$ cat src/rtl/pwm_rampa_motor.sv
// PWM motor driver with soft duty ramping.
// Takes the one-hot speed request from the ramp-start FSM and moves the applied
// duty toward it in STEP-percent increments. Duty only changes at a PWM period
// boundary, once every RAMP_PERIODS periods, so the motor current changes gradually.
//
// state    | meaning
// ---------+-----------------------------------------------
// REPOSO   | duty == 0 and target == 0, motor idle
// SUBIENDO | duty < target, ramping up
// BAJANDO  | duty > target, ramping down
// ESTABLE  | duty == target != 0, running at commanded speed
module pwm_rampa_motor #(
    parameter int PRESC        = 10,
    parameter int RAMP_PERIODS = 4,
    parameter int STEP         = 5
) (
    input  logic       clk,
    input  logic       reset,
    input  logic       in_30,
    input  logic       in_50,
    input  logic       in_100,
    output logic       pwm_out,
    output logic [6:0] duty,
    output logic [1:0] estado,
    output logic       at_target
);

    typedef enum logic [1:0] {
        REPOSO   = 2'b00,
        SUBIENDO = 2'b01,
        BAJANDO  = 2'b10,
        ESTABLE  = 2'b11
    } estado_t;

    localparam int PW = (PRESC > 1) ? $clog2(PRESC) : 1;
    localparam int RW = (RAMP_PERIODS > 1) ? $clog2(RAMP_PERIODS) : 1;
    localparam logic [PW-1:0] PRESC_LAST = PW'(PRESC - 1);
    localparam logic [RW-1:0] RAMP_LAST  = RW'(RAMP_PERIODS - 1);
    localparam logic [7:0]    STEP8      = 8'(STEP);
    localparam logic [6:0]    PWM_LAST   = 7'd99;

    logic [PW-1:0] presc_q, presc_d;
    logic [6:0]    pwm_cnt_q, pwm_cnt_d;
    logic [RW-1:0] ramp_q, ramp_d;
    logic [6:0]    target_q, target_d;
    logic [6:0]    duty_q, duty_d;
    logic          pwm_q, pwm_d;

    logic          tick;
    logic          period_end;
    logic [7:0]    duty8, tgt8, up8, dn_floor8, dn8;
    estado_t       estado_c;

    // Speed request decode, highest level wins.
    always_comb begin
        target_d = 7'd0;
        if (in_100)
            target_d = 7'd100;
        else if (in_50)
            target_d = 7'd50;
        else if (in_30)
            target_d = 7'd30;
    end

    // Prescaler and PWM period counter.
    always_comb begin
        tick       = (presc_q == PRESC_LAST);
        period_end = tick && (pwm_cnt_q == PWM_LAST);
        presc_d    = tick ? '0 : presc_q + PW'(1);
        pwm_cnt_d  = pwm_cnt_q;
        if (tick)
            pwm_cnt_d = (pwm_cnt_q == PWM_LAST) ? 7'd0 : pwm_cnt_q + 7'd1;
    end

    // Ramp pacing and clamped duty step; 8-bit math keeps duty+STEP from wrapping.
    always_comb begin
        duty8     = {1'b0, duty_q};
        tgt8      = {1'b0, target_q};
        up8       = duty8 + STEP8;
        dn_floor8 = tgt8 + STEP8;
        dn8       = duty8 - STEP8;
        duty_d    = duty_q;
        ramp_d    = ramp_q;
        if (duty_q == target_q) begin
            ramp_d = '0;
        end else if (period_end) begin
            if (ramp_q == RAMP_LAST) begin
                ramp_d = '0;
                if (duty_q < target_q)
                    duty_d = (up8 >= tgt8) ? target_q : up8[6:0];
                else
                    duty_d = (duty8 <= dn_floor8) ? target_q : dn8[6:0];
            end else begin
                ramp_d = ramp_q + RW'(1);
            end
        end
    end

    // PWM compare, registered so the output to the power stage is glitch-free.
    always_comb begin
        pwm_d = (pwm_cnt_q < duty_q);
    end

    // Ramp state derived from applied duty versus registered target.
    always_comb begin
        estado_c = REPOSO;
        if (duty_q == target_q)
            estado_c = (duty_q == 7'd0) ? REPOSO : ESTABLE;
        else if (duty_q < target_q)
            estado_c = SUBIENDO;
        else
            estado_c = BAJANDO;
    end

    // State registers with synchronous reset.
    always_ff @(posedge clk) begin
        if (reset) begin
            presc_q   <= '0;
            pwm_cnt_q <= 7'd0;
            ramp_q    <= '0;
            target_q  <= 7'd0;
            duty_q    <= 7'd0;
            pwm_q     <= 1'b0;
        end else begin
            presc_q   <= presc_d;
            pwm_cnt_q <= pwm_cnt_d;
            ramp_q    <= ramp_d;
            target_q  <= target_d;
            duty_q    <= duty_d;
            pwm_q     <= pwm_d;
        end
    end

    assign pwm_out   = pwm_q;
    assign duty      = duty_q;
    assign estado    = estado_c;
    assign at_target = (duty_q == target_q);

endmodule

$ cat config.mk
export PLATFORM = sky130hd
export DESIGN_NAME = pwm_rampa_motor
export DESIGN_NICKNAME = d
export VERILOG_FILES = /design/src/rtl/pwm_rampa_motor.sv
export SDC_FILE = /design/constraint.sdc
export NUM_CORES = 1
export LEC_CHECK = 0
export CAP_MARGIN = 20
export CORE_MARGIN = 1
export CORE_UTILIZATION = 30
export DETAILED_ROUTE_END_ITERATION = 7
export MAX_ROUTING_LAYER = met4
export SETUP_SLACK_MARGIN = 0.15
export SLEW_MARGIN = 30
export SYNTH_ARGS = -nofsm -noshare
export SYNTH_HDL_FRONTEND = slang
export SYNTH_SLANG_ARGS = --single-unit
$ cat constraint.sdc
create_clock -name clk -period 3.5 [get_ports clk]
set_input_delay 1.05 -clock clk [delete_from_list [all_inputs] [get_ports clk]]
set_output_delay 1.05 -clock clk [all_outputs]
set_load 0.01 [all_outputs]
==> flow_summary.toml <==
[yosys]
synthDistinctLibCells = 46
synth_flop_cell = "dfxtp_1"
synth_cells = 233
syn-cell-area_sq_mm = 0.00206
synth_area_per_cell_sq_um = 8.83
syn-num-nets = 270
synth_edf_count = 0
synth_warnings = 0
synthArstFlopShare = 0
ys_ff_latch = 26
yosysSeqAreaShare = 0.253

[power]
p_clk_frac = 0.384
p_sw_w = 0.000161
sw_frac_of_total = 0.243
p_int_w = 0.000503
comb_power_share = 0.152
p_leak_nw = 1.03
vdd_ir_drop_max_uv = 146
p_per_area_mw_per_mm2 = 271
pwr-share-seq = 0.463

[grt]
grt_pass1_vias = 1643
grt_pass1_wl_um = 8000
grt_max_degree = 24
antenna_found_initial = 0
overflow = 0
grtUsageTotal = 0.143

[clock_network]
cts_tree = "yes"
ctsHoldBuffers = 0
cts_num_sinks = 26
clk-insertion-delay-late_ns = 0.28
clockBufferDepth = 2
htree_num_levels = 1
clk_pin_slew_ns = 0.10
cts_buffers = 3
clock-root-buffer = "clkbuf_8"

[timing]
drv_slew = 0
slew_headroom = 0.650
max_slew.worst_pin.slew_ns = 0.522
period_share = 0.922
hold_violations = 0
fin_skew_ns = 0.00489
grt_setup_unrepaired = "no"
setup_viol = 0
max_clock_freq_ghz = 0.310
period_needed_ns = 3.23
setup_tns_ns = 0

[route]
drt_iter0_markers = 68
postRouteAntennaNets = 0
drc = 0
drt_pass1_iterations = 4
via_count = 1727
via_per_inst = 5.19
wirelength_um = 4760
wl_per_cell_um = 14.3

[place]
hpwlAfterDp_um = 3560
gp_congestion = 0.864
post_dp_cell_area_sq_mm = 0.00233
numPortBuffers = 15

[hold_path]
hold_path_class = "register to register"

[final_layout]
final.fill_count = 644
antenna_cells = 0
fin_nets = 294
drive_gt1_frac = 0.121
layout_common_cells = "ha_1 (30), nor2_1 (22), dfxtp_1 (22)"
area_delta_synth_final_pct = 19.1
finalInstanceArea_sq_mm = 0.00245
layout_commonest_cell = "ha_1"

[floorplan]
die_height_um = 84.8
row_count = 29
start_util = 0.317
die_x_um = 84.8
dieArea_sq_mm = 0.00720
io_pins = 16
core_region_area_sq_mm = 0.00649

[job]
maxCapViolations = 0

[critical_path]
critPathTopFamily = "buffers and inverters"
path_cells = "inv_1 -> ha_1 -> nand4_1 -> nor3_4 -> buf_6 -> clkdlybuf4s50_1"
start_kind = "register"
path_buf_inv = 3
crit_fanout = 5
cp_slowest_cell = "clkdlybuf4s50_1"
required_ns = 2.45
cp_data_arrival_time_ns = 2.18
cpPeakStageDelay_ns = 0.53
critPathKind = "register to primary output"
end_kind = "primary output"

[status]
status = "complete, no violations"
## layout make-up
type | count | area (sq um) | share of cell area
clock buffer | 3 | 41.3 | 0.0168
clock inverter | 1 | 30.0 | 0.0122
inverter | 20 | 75.1 | 0.0306
multi-input combinational | 181 | 1450 | 0.591
sequential | 26 | 526 | 0.214
tap | 77 | 96.3 | 0.0393
timing repair buffer | 25 | 234 | 0.0954
## final timing paths
path | from | end | slack (ns) | cells past startpoint
min | presc_q[0] | presc_q[0] | 0.48 | 1
max reg2reg | duty[2] | duty[6] | 0.56 | 11
min reg2reg | presc_q[0] | presc_q[0] | 0.48 | 1
max | target_q[5] | at_target | 0.27 | 6
## cells in the mapped netlist, drive strengths merged, types with 3 or more instances
master | count | area (sq um)
a21o | 10 | 75.1
a21oi | 12 | 67.6
a31oi | 4 | 25.0
and3 | 3 | 18.8
buf | 4 | 23.8
dfxtp | 26 | 521
ha | 31 | 388
inv | 20 | 75.1
mux2i | 7 | 70.1
nand2 | 8 | 32.5
nand2b | 5 | 31.3
nand3 | 14 | 70.1
nand4 | 3 | 33.8
nor2 | 22 | 82.6
nor3 | 9 | 55.1
o21ai | 3 | 15.0
o22ai | 3 | 18.8
xnor2 | 16 | 140
xor2 | 3 | 26.3
## registers in the layout (all words and copies together), names as in the netlist
name and flops:
duty 7, pwm_cnt_q 7, presc_q 4, target_q 5, ramp_q 2, pwm_out 1
## worst reg2reg max path, stage by stage (launching register included)
cell and delay (ns):
dfxtp_1 0.39, buf_4 0.19, a21oi_1 0.30, nor2_1 0.12, xnor2_1 0.23, ha_1 0.30, a21o_1 0.17, a21oi_1 0.16
o41a_1 0.25, nand3b_4 0.18, and3_1 0.25, o41ai_2 0.30
## per-layer routing
layer / part of all wire / GRT usage / wire length [um]
met5: 0 / - / 0
met4: 0.010 / 0.0277 / 49
met3: 0.033 / 0.0156 / 159
met2: 0.45 / 0.221 / 2140
met1: 0.51 / 0.204 / 2410
## per-stage QoR
step | power, W | util | hold slack [ns] | worst slack, ns | std cells
finish | 0.000664 | 0.378 | 0.476 | 0.272 | 333
global route | 0.000699 | 0.378 | 0.524 | 0.162 | 333
CTS | 0.000669 | 0.370 | 0.487 | 0.150 | 330
detailed placement | 0.000408 | 0.358 | 0.462 | 0.423 | 326
global placement | 0.000408 | 0.358 | 0.453 | 0.463 | 326
floorplan | 0.000374 | - | 0.434 | 0.635 | 233
## power by group through the flow
stage / combinational [W] / sequential, W / clock (W)
floorplan: 0.0000598 / 0.000314 / 0
global placement: 0.0000939 / 0.000314 / 0
detailed placement: 0.0000941 / 0.000314 / 0
CTS: 0.0000960 / 0.000307 / 0.000266
global route: 0.000112 / 0.000309 / 0.000278
finish: 0.000101 / 0.000307 / 0.000255
## kinds of logic (layout without fill, tap and decap cells)
family | count (synthesis) | count (layout) | synth area share
flops | 26 | 26 | 0.253
xor+xnor | 19 | 19 | 0.0809
mux | 7 | 7 | 0.0340
compound gates | 45 | 45 | 0.164
buf+inv | 26 | 49 | 0.0517
fa+ha+maj | 32 | 32 | 0.198
simple gates | 78 | 78 | 0.219
## what timing repair did
item	in CTS	in global routing
setup endpoints to repair	3	3
pin swaps	1	3
gates resized for setup	2	7
cloned	0	0
buffers inserted	0	3
(Power assumes the default switching activity.)
